==> config.mk <==
export PLATFORM = sky130hd
export DESIGN_NAME = wide_add_seq
export DESIGN_NICKNAME = d
export VERILOG_FILES = /design/src/rtl/wide_add_seq_pkg.sv /design/src/rtl/wide_add_seq_adder32.sv /design/src/rtl/wide_add_seq.sv
export SDC_FILE = /design/constraint.sdc
export NUM_CORES = 1
export LEC_CHECK = 0
export CORE_MARGIN = 3
export CORE_UTILIZATION = 38
export CTS_CLUSTER_DIAMETER = 100
export DETAILED_ROUTE_END_ITERATION = 16
export PLACE_DENSITY = 0.71
export SYNTH_ARGS = -nofsm -noshare
export SYNTH_HDL_FRONTEND = slang
export SYNTH_HIERARCHICAL = 1
export SYNTH_SLANG_ARGS = --single-unit
==> constraint.sdc <==
create_clock -name clk -period 3.6 [get_ports clk]
set_clock_uncertainty 0.15 [all_clocks]
set_input_delay 0.9 -clock clk [delete_from_list [all_inputs] [get_ports clk]]
set_output_delay 0.9 -clock clk [all_outputs]
set_load 0.05 [all_outputs]
==> src/rtl/wide_add_seq_pkg.sv <==
// Shared constants and types for the multi-word add/subtract sequencer.
package wide_add_seq_pkg;

    localparam int WORD_W     = 32;
    localparam int NWORDS_MAX = 64;

    typedef enum logic {
        ST_IDLE = 1'b0,
        ST_RUN  = 1'b1
    } state_e;

    // Word counter width; a single-word operation still needs one bit.
    function automatic int idx_width(input int n);
        return (n > 1) ? $clog2(n) : 1;
    endfunction

endpackage

==> src/rtl/wide_add_seq_adder32.sv <==
// Purely combinational 32-bit adder with carry in/out, shared by the sequencer.
module adder32
    import wide_add_seq_pkg::*;
(
    input  logic [WORD_W-1:0] a,
    input  logic [WORD_W-1:0] b,
    input  logic              cin,
    output logic [WORD_W-1:0] s,
    output logic              cout
);

    logic [WORD_W:0] full_sum;

    assign full_sum = {1'b0, a} + {1'b0, b} + {{WORD_W{1'b0}}, cin};
    assign s        = full_sum[WORD_W-1:0];
    assign cout     = full_sum[WORD_W];

endmodule

==> src/rtl/wide_add_seq.sv <==
// Multi-word add/subtract: one 32-bit adder, carry chained through a register,
// one operand word pair per cycle, LSW first, results streamed with valid/ready.
module wide_add_seq
    import wide_add_seq_pkg::*;
#(
    parameter int NWORDS = 4
)
(
    input  logic              clk,
    input  logic              rst,
    input  logic              cmd_valid,
    input  logic              cmd_sub,
    output logic              cmd_ready,
    input  logic              op_valid,
    input  logic [WORD_W-1:0] op_a,
    input  logic [WORD_W-1:0] op_b,
    output logic              op_ready,
    output logic              res_valid,
    output logic [WORD_W-1:0] res_s,
    output logic              res_last,
    output logic              res_cout,
    output logic              res_ovf,
    input  logic              res_ready,
    output logic              busy
);

    localparam int                IDX_W    = idx_width(NWORDS);
    localparam logic [IDX_W-1:0] LAST_IDX = IDX_W'(NWORDS - 1);

    state_e              state_q, state_d;
    logic [IDX_W-1:0]    idx_q, idx_d;
    logic                carry_q, carry_d;
    logic                sub_q, sub_d;
    logic                res_valid_q, res_valid_d;
    logic [WORD_W-1:0]   res_s_q, res_s_d;
    logic                res_last_q, res_last_d;
    logic                res_cout_q, res_cout_d;
    logic                res_ovf_q, res_ovf_d;

    logic                cmd_acc, op_acc, is_last;
    logic [WORD_W-1:0]   b_eff, sum;
    logic                add_cout, ovf;

    // Subtraction is A + ~B + 1: the +1 comes from carry_q being preset at command accept.
    assign b_eff = sub_q ? ~op_b : op_b;

    adder32 u_adder (
        .a    (op_a),
        .b    (b_eff),
        .cin  (carry_q),
        .s    (sum),
        .cout (add_cout)
    );

    assign cmd_acc = cmd_valid & cmd_ready;
    assign op_acc  = op_valid & op_ready;
    assign is_last = (idx_q == LAST_IDX);
    assign ovf     = (op_a[WORD_W-1] == b_eff[WORD_W-1]) & (sum[WORD_W-1] != op_a[WORD_W-1]);

    always_ff @(posedge clk) begin
        // NOTE: non-blocking assignments so every flop samples pre-edge values.
        if (rst) begin
            state_q     <= ST_IDLE;
            idx_q       <= '0;
            carry_q     <= 1'b0;
            sub_q       <= 1'b0;
            res_valid_q <= 1'b0;
            res_s_q     <= '0;
            res_last_q  <= 1'b0;
            res_cout_q  <= 1'b0;
            res_ovf_q   <= 1'b0;
        end else begin
            state_q     <= state_d;
            idx_q       <= idx_d;
            carry_q     <= carry_d;
            sub_q       <= sub_d;
            res_valid_q <= res_valid_d;
            res_s_q     <= res_s_d;
            res_last_q  <= res_last_d;
            res_cout_q  <= res_cout_d;
            res_ovf_q   <= res_ovf_d;
        end
    end

    always_comb begin
        state_d = state_q;
        case (state_q)
            ST_IDLE: if (cmd_acc) state_d = ST_RUN;
            ST_RUN:  if (op_acc && is_last) state_d = ST_IDLE;
            default: state_d = ST_IDLE;
        endcase
    end

    always_comb begin
        cmd_ready = (state_q == ST_IDLE);
        op_ready  = (state_q == ST_RUN) && (!res_valid_q || res_ready);
        busy      = (state_q == ST_RUN) || res_valid_q;
    end

    always_comb begin
        // NOTE: every variable gets a default first so no latch is inferred.
        idx_d       = idx_q;
        carry_d     = carry_q;
        sub_d       = sub_q;
        res_valid_d = res_valid_q;
        res_s_d     = res_s_q;
        res_last_d  = res_last_q;
        res_cout_d  = res_cout_q;
        res_ovf_d   = res_ovf_q;

        if (cmd_acc) begin
            sub_d   = cmd_sub;
            carry_d = cmd_sub;
            idx_d   = '0;
        end

        // op_acc implies the previous word transfers or was absent, so the result
        // registers only change when they are free to change.
        if (op_acc) begin
            res_s_d     = sum;
            carry_d     = add_cout;
            res_valid_d = 1'b1;
            res_last_d  = is_last;
            res_cout_d  = is_last & add_cout;
            res_ovf_d   = is_last & ovf;
            idx_d       = is_last ? '0 : idx_q + 1'b1;
        end else if (res_valid_q && res_ready) begin
            res_valid_d = 1'b0;
        end
    end

    assign res_valid = res_valid_q;
    assign res_s     = res_s_q;
    assign res_last  = res_last_q;
    assign res_cout  = res_cout_q;
    assign res_ovf   = res_ovf_q;

endmodule

==> flow_summary.ini <==
[global_route]
grt_pass1_wl_um = 19800
grt-ovfl-total = 0
antenna_found_initial = 0
grt_max_degree = 39
grt_pass1_vias = 4347
gr-usage-all-layers_pct = 21.5

[sta]
period_needed_ps = 3530
hold_viol = 0
worst_slew_margin_rel_pct = 58.7
tightest_slew_ps = 618
rsz0062_at_grt = yes
hold_slack_ps = 331
max_freq_mhz = 283
fin_crit_sh_pct = 98.2
setup_viol = 0
slew_violations = 0
setup_slack_ps = 66.1

[worst_setup_path]
r2r_end = res_ovf$_SDFFE_PP0P_
r2r_setup_slack_ps = 210
cp_max_fo = 3
crit_end = res_ovf$_SDFFE_PP0P_
worstSetupPathType = in -> reg
required_ps = 3700
critPathLaunchType = input port
crit_arrival_ps = 3630
rr_startpoint = sub_q$_SDFFE_PP0P_
cp-end-kind = flop
startpoint = op_b[0]
r2r_cells = 15

[power]
clkPwrFrac_pct = 18.9
total_power_mw = 2.10
power_density_nw_per_um2 = 359
seqPwrFrac_pct = 24.0
power.share.switching_pct = 39.5
vdd_drop_max_uv = 198
power.leakage_nw = 2.51
p_int_mw = 1.27
combPwrFrac_pct = 57.1
p_sw_uw = 832

[clock_tree]
cts_htree_levels = 2
cts_tree = built
clk_path_buf_depth = 2
cts_buffers = 5
cts_num_sinks = 41
clk-insertion-delay-late_ps = 300
cts-hold-fix-buffers = 0
clkTransAtPathRegs_ps = 90
cts-root-buf = clkbuf_8

[synth]
post_synth_num_cell_types = 55
synthFlopType = dfxtp_1
syn_area_per_cell_sq_um = 7.80
synthArstFlopShare_pct = 0
synth_top_area_share_pct = 22.3
synth_common_cells = a21oi_1, xor2_1, o21ai_0
synth.area.top_cells = dfxtp_1, xor2_1, ha_1, a21oi_1, o21ai_0
ys_ff_latch = 41
netlist_instances = 472
yosys_warnings = 6
synth_largest_area_cell = dfxtp_1
synth_edf_count = 0
post-synth-top-count-cell = a21oi_1
syn_nets = 576
synth_area_sq_um = 3680
seq_area_frac_synth_pct = 22.3

[floorplanning]
rows = 35
core_sq_um = 9330
start_util_pct = 39.5
io_pins = 109
dieArea_sq_um = 10900
die_w_um = 104
die_h_um = 104

[final_layout]
syn2layout_area_growth_pct = 59.2
fillCellCount = 811
antenna_cells = 0
nets = 752
drive_above_1_share_pct = 23.1

[route]
route.detailed.drc = 0
via_count = 4174
ant_nets = 0
wirelength_um = 12200
avgViaCountPerCell = 5.37
routedWlPerCell_um = 15.7
drt_iter0_markers = 187
first_pass_iters = 4

[place]
hpwl_um = 9030
io_buffers = 108
post-place-ws_ps = -600
gp_congestion = 0.906

[worst_hold_path]
hold_class = reg -> reg

[run_status]
status = finished clean

[run]
drv_cap = 0
[sequential cells by signal (all words and copies together) (netlist names)]
register / flops
carry_q: 1
idx_q: 2
res_cout: 1
res_last: 1
res_ovf: 1
res_s: 32
res_valid: 1
state_q: 1
sub_q: 1
[cell families after synthesis]
group           after synthesis  synth area share [%]
compound gates              178                  28.7
mux                           4                  1.09
buf+inv                      45                  5.44
simple gates                108                  15.7
flops                        41                  22.3
fa+ha+maj                    34                  12.0
xor+xnor                     62                  14.8
[worst min-delay path by stage]
stage	startpoint	to	slack, ps	depth (start not counted)
finish	res_s[4]$_SDFFE_PP0P_	res_s[4]$_SDFFE_PP0P_	330	2
global route	res_s[29]$_SDFFE_PP0P_	res_s[29]$_SDFFE_PP0P_	360	2
CTS	res_s[4]$_SDFFE_PP0P_	res_s[4]$_SDFFE_PP0P_	330	2
detailed placement	res_s[4]$_SDFFE_PP0P_	res_s[4]$_SDFFE_PP0P_	320	2
global placement	res_last$_SDFFE_PP0P_	res_last$_SDFFE_PP0P_	320	2
floorplan	idx_q[1]$_SDFFE_PP0P_	idx_q[1]$_SDFFE_PP0P_	320	2
[power groups by stage]
stage	Sequential [mW]	Combinational (mW)	Clock (mW)
floorplan	0.609	0.556	0
global placement	0.514	1.07	0
detailed placement	0.515	1.07	0
CTS	0.504	1.12	0.410
global route	0.509	1.30	0.422
finish	0.505	1.20	0.398
[layout make-up]
type / count / area (sq um) / area share [%]
repair buffers: 204 / 1820 / 31.0
clock inverters: 3 / 46.3 / 0.790
well taps: 129 / 161 / 2.76
inverters: 10 / 37.5 / 0.641
flip-flops and latches: 41 / 822 / 14.0
clock buffers: 5 / 68.8 / 1.17
multi-input cells: 386 / 2910 / 49.6
[worst max-delay path, cell delays in order]
cell and delay [ps]:
buf_6 100, xor2_2 170, fa_2 440, a211oi_4 290, o21bai_4 80, buf_6 130
o311ai_4 210, nand3_2 130, a311oi_2 300, o21a_1 200, mux2i_1 220, buf_4 140
nand2b_1 50, mux2i_1 130, a32o_1 140
[cell usage in the layout, fill, tap and decap left out, types with 3 or more instances in the layout]
master and instances:
dfxtp_1 40, a31oi_1 3, buf_4 95, nand2_2 3
ha_1 28, nand2_1 16, o21ai_0 41, a21oi_1 66
xnor2_1 15, clkdlybuf4s50_1 88, o21bai_1 4, a21oi_2 7
xor2_1 44, nor2_1 15, nand2b_1 5, mux2i_1 4
clkbuf_8 5, o31ai_1 3, nand4_1 6, a211oi_1 3
and3_1 3, inv_1 8, o21a_1 3, xor2_2 3
dlymetal6s2s_1 5, dlygate4sd2_1 11, nand3_1 38, o211ai_1 8
ha_4 4, a21o_1 17, nand3_2 3
[what timing repair did]
action,4_1_cts,5_1_grt
setup endpoints to repair,15,13
hold endpoints to repair,0,0
setup buffers,13,4
gates resized for setup,24,39
pin swaps,46,38
[metal layers]
layer | wire length (um) | GRT usage, % | part of all wire [%] | vias to the layer above
met1 | 5350 | 25.8 | 44 | 1970
li1 | - | - | - | 2068
met3 | 613 | 4.10 | 5.0 | 16
met2 | 6040 | 38.5 | 50 | 120
met4 | 186 | 6.84 | 1.5 | 0
met5 | 0 | 0 | 0 | -
[per-stage QoR]
stage                     TNS (ps)  instances  utilization (%)  area [sq um]
after global routing          -245        778             62.8          5860
after detailed placement     -8370        753             57.7          5390
after CTS                        0        774             60.3          5630
after floorplan                  0        472                -          3700
final                            0        778             62.8          5860
after global placement       -7160        753             57.7          5390
Power figures use the tool's default switching activity.
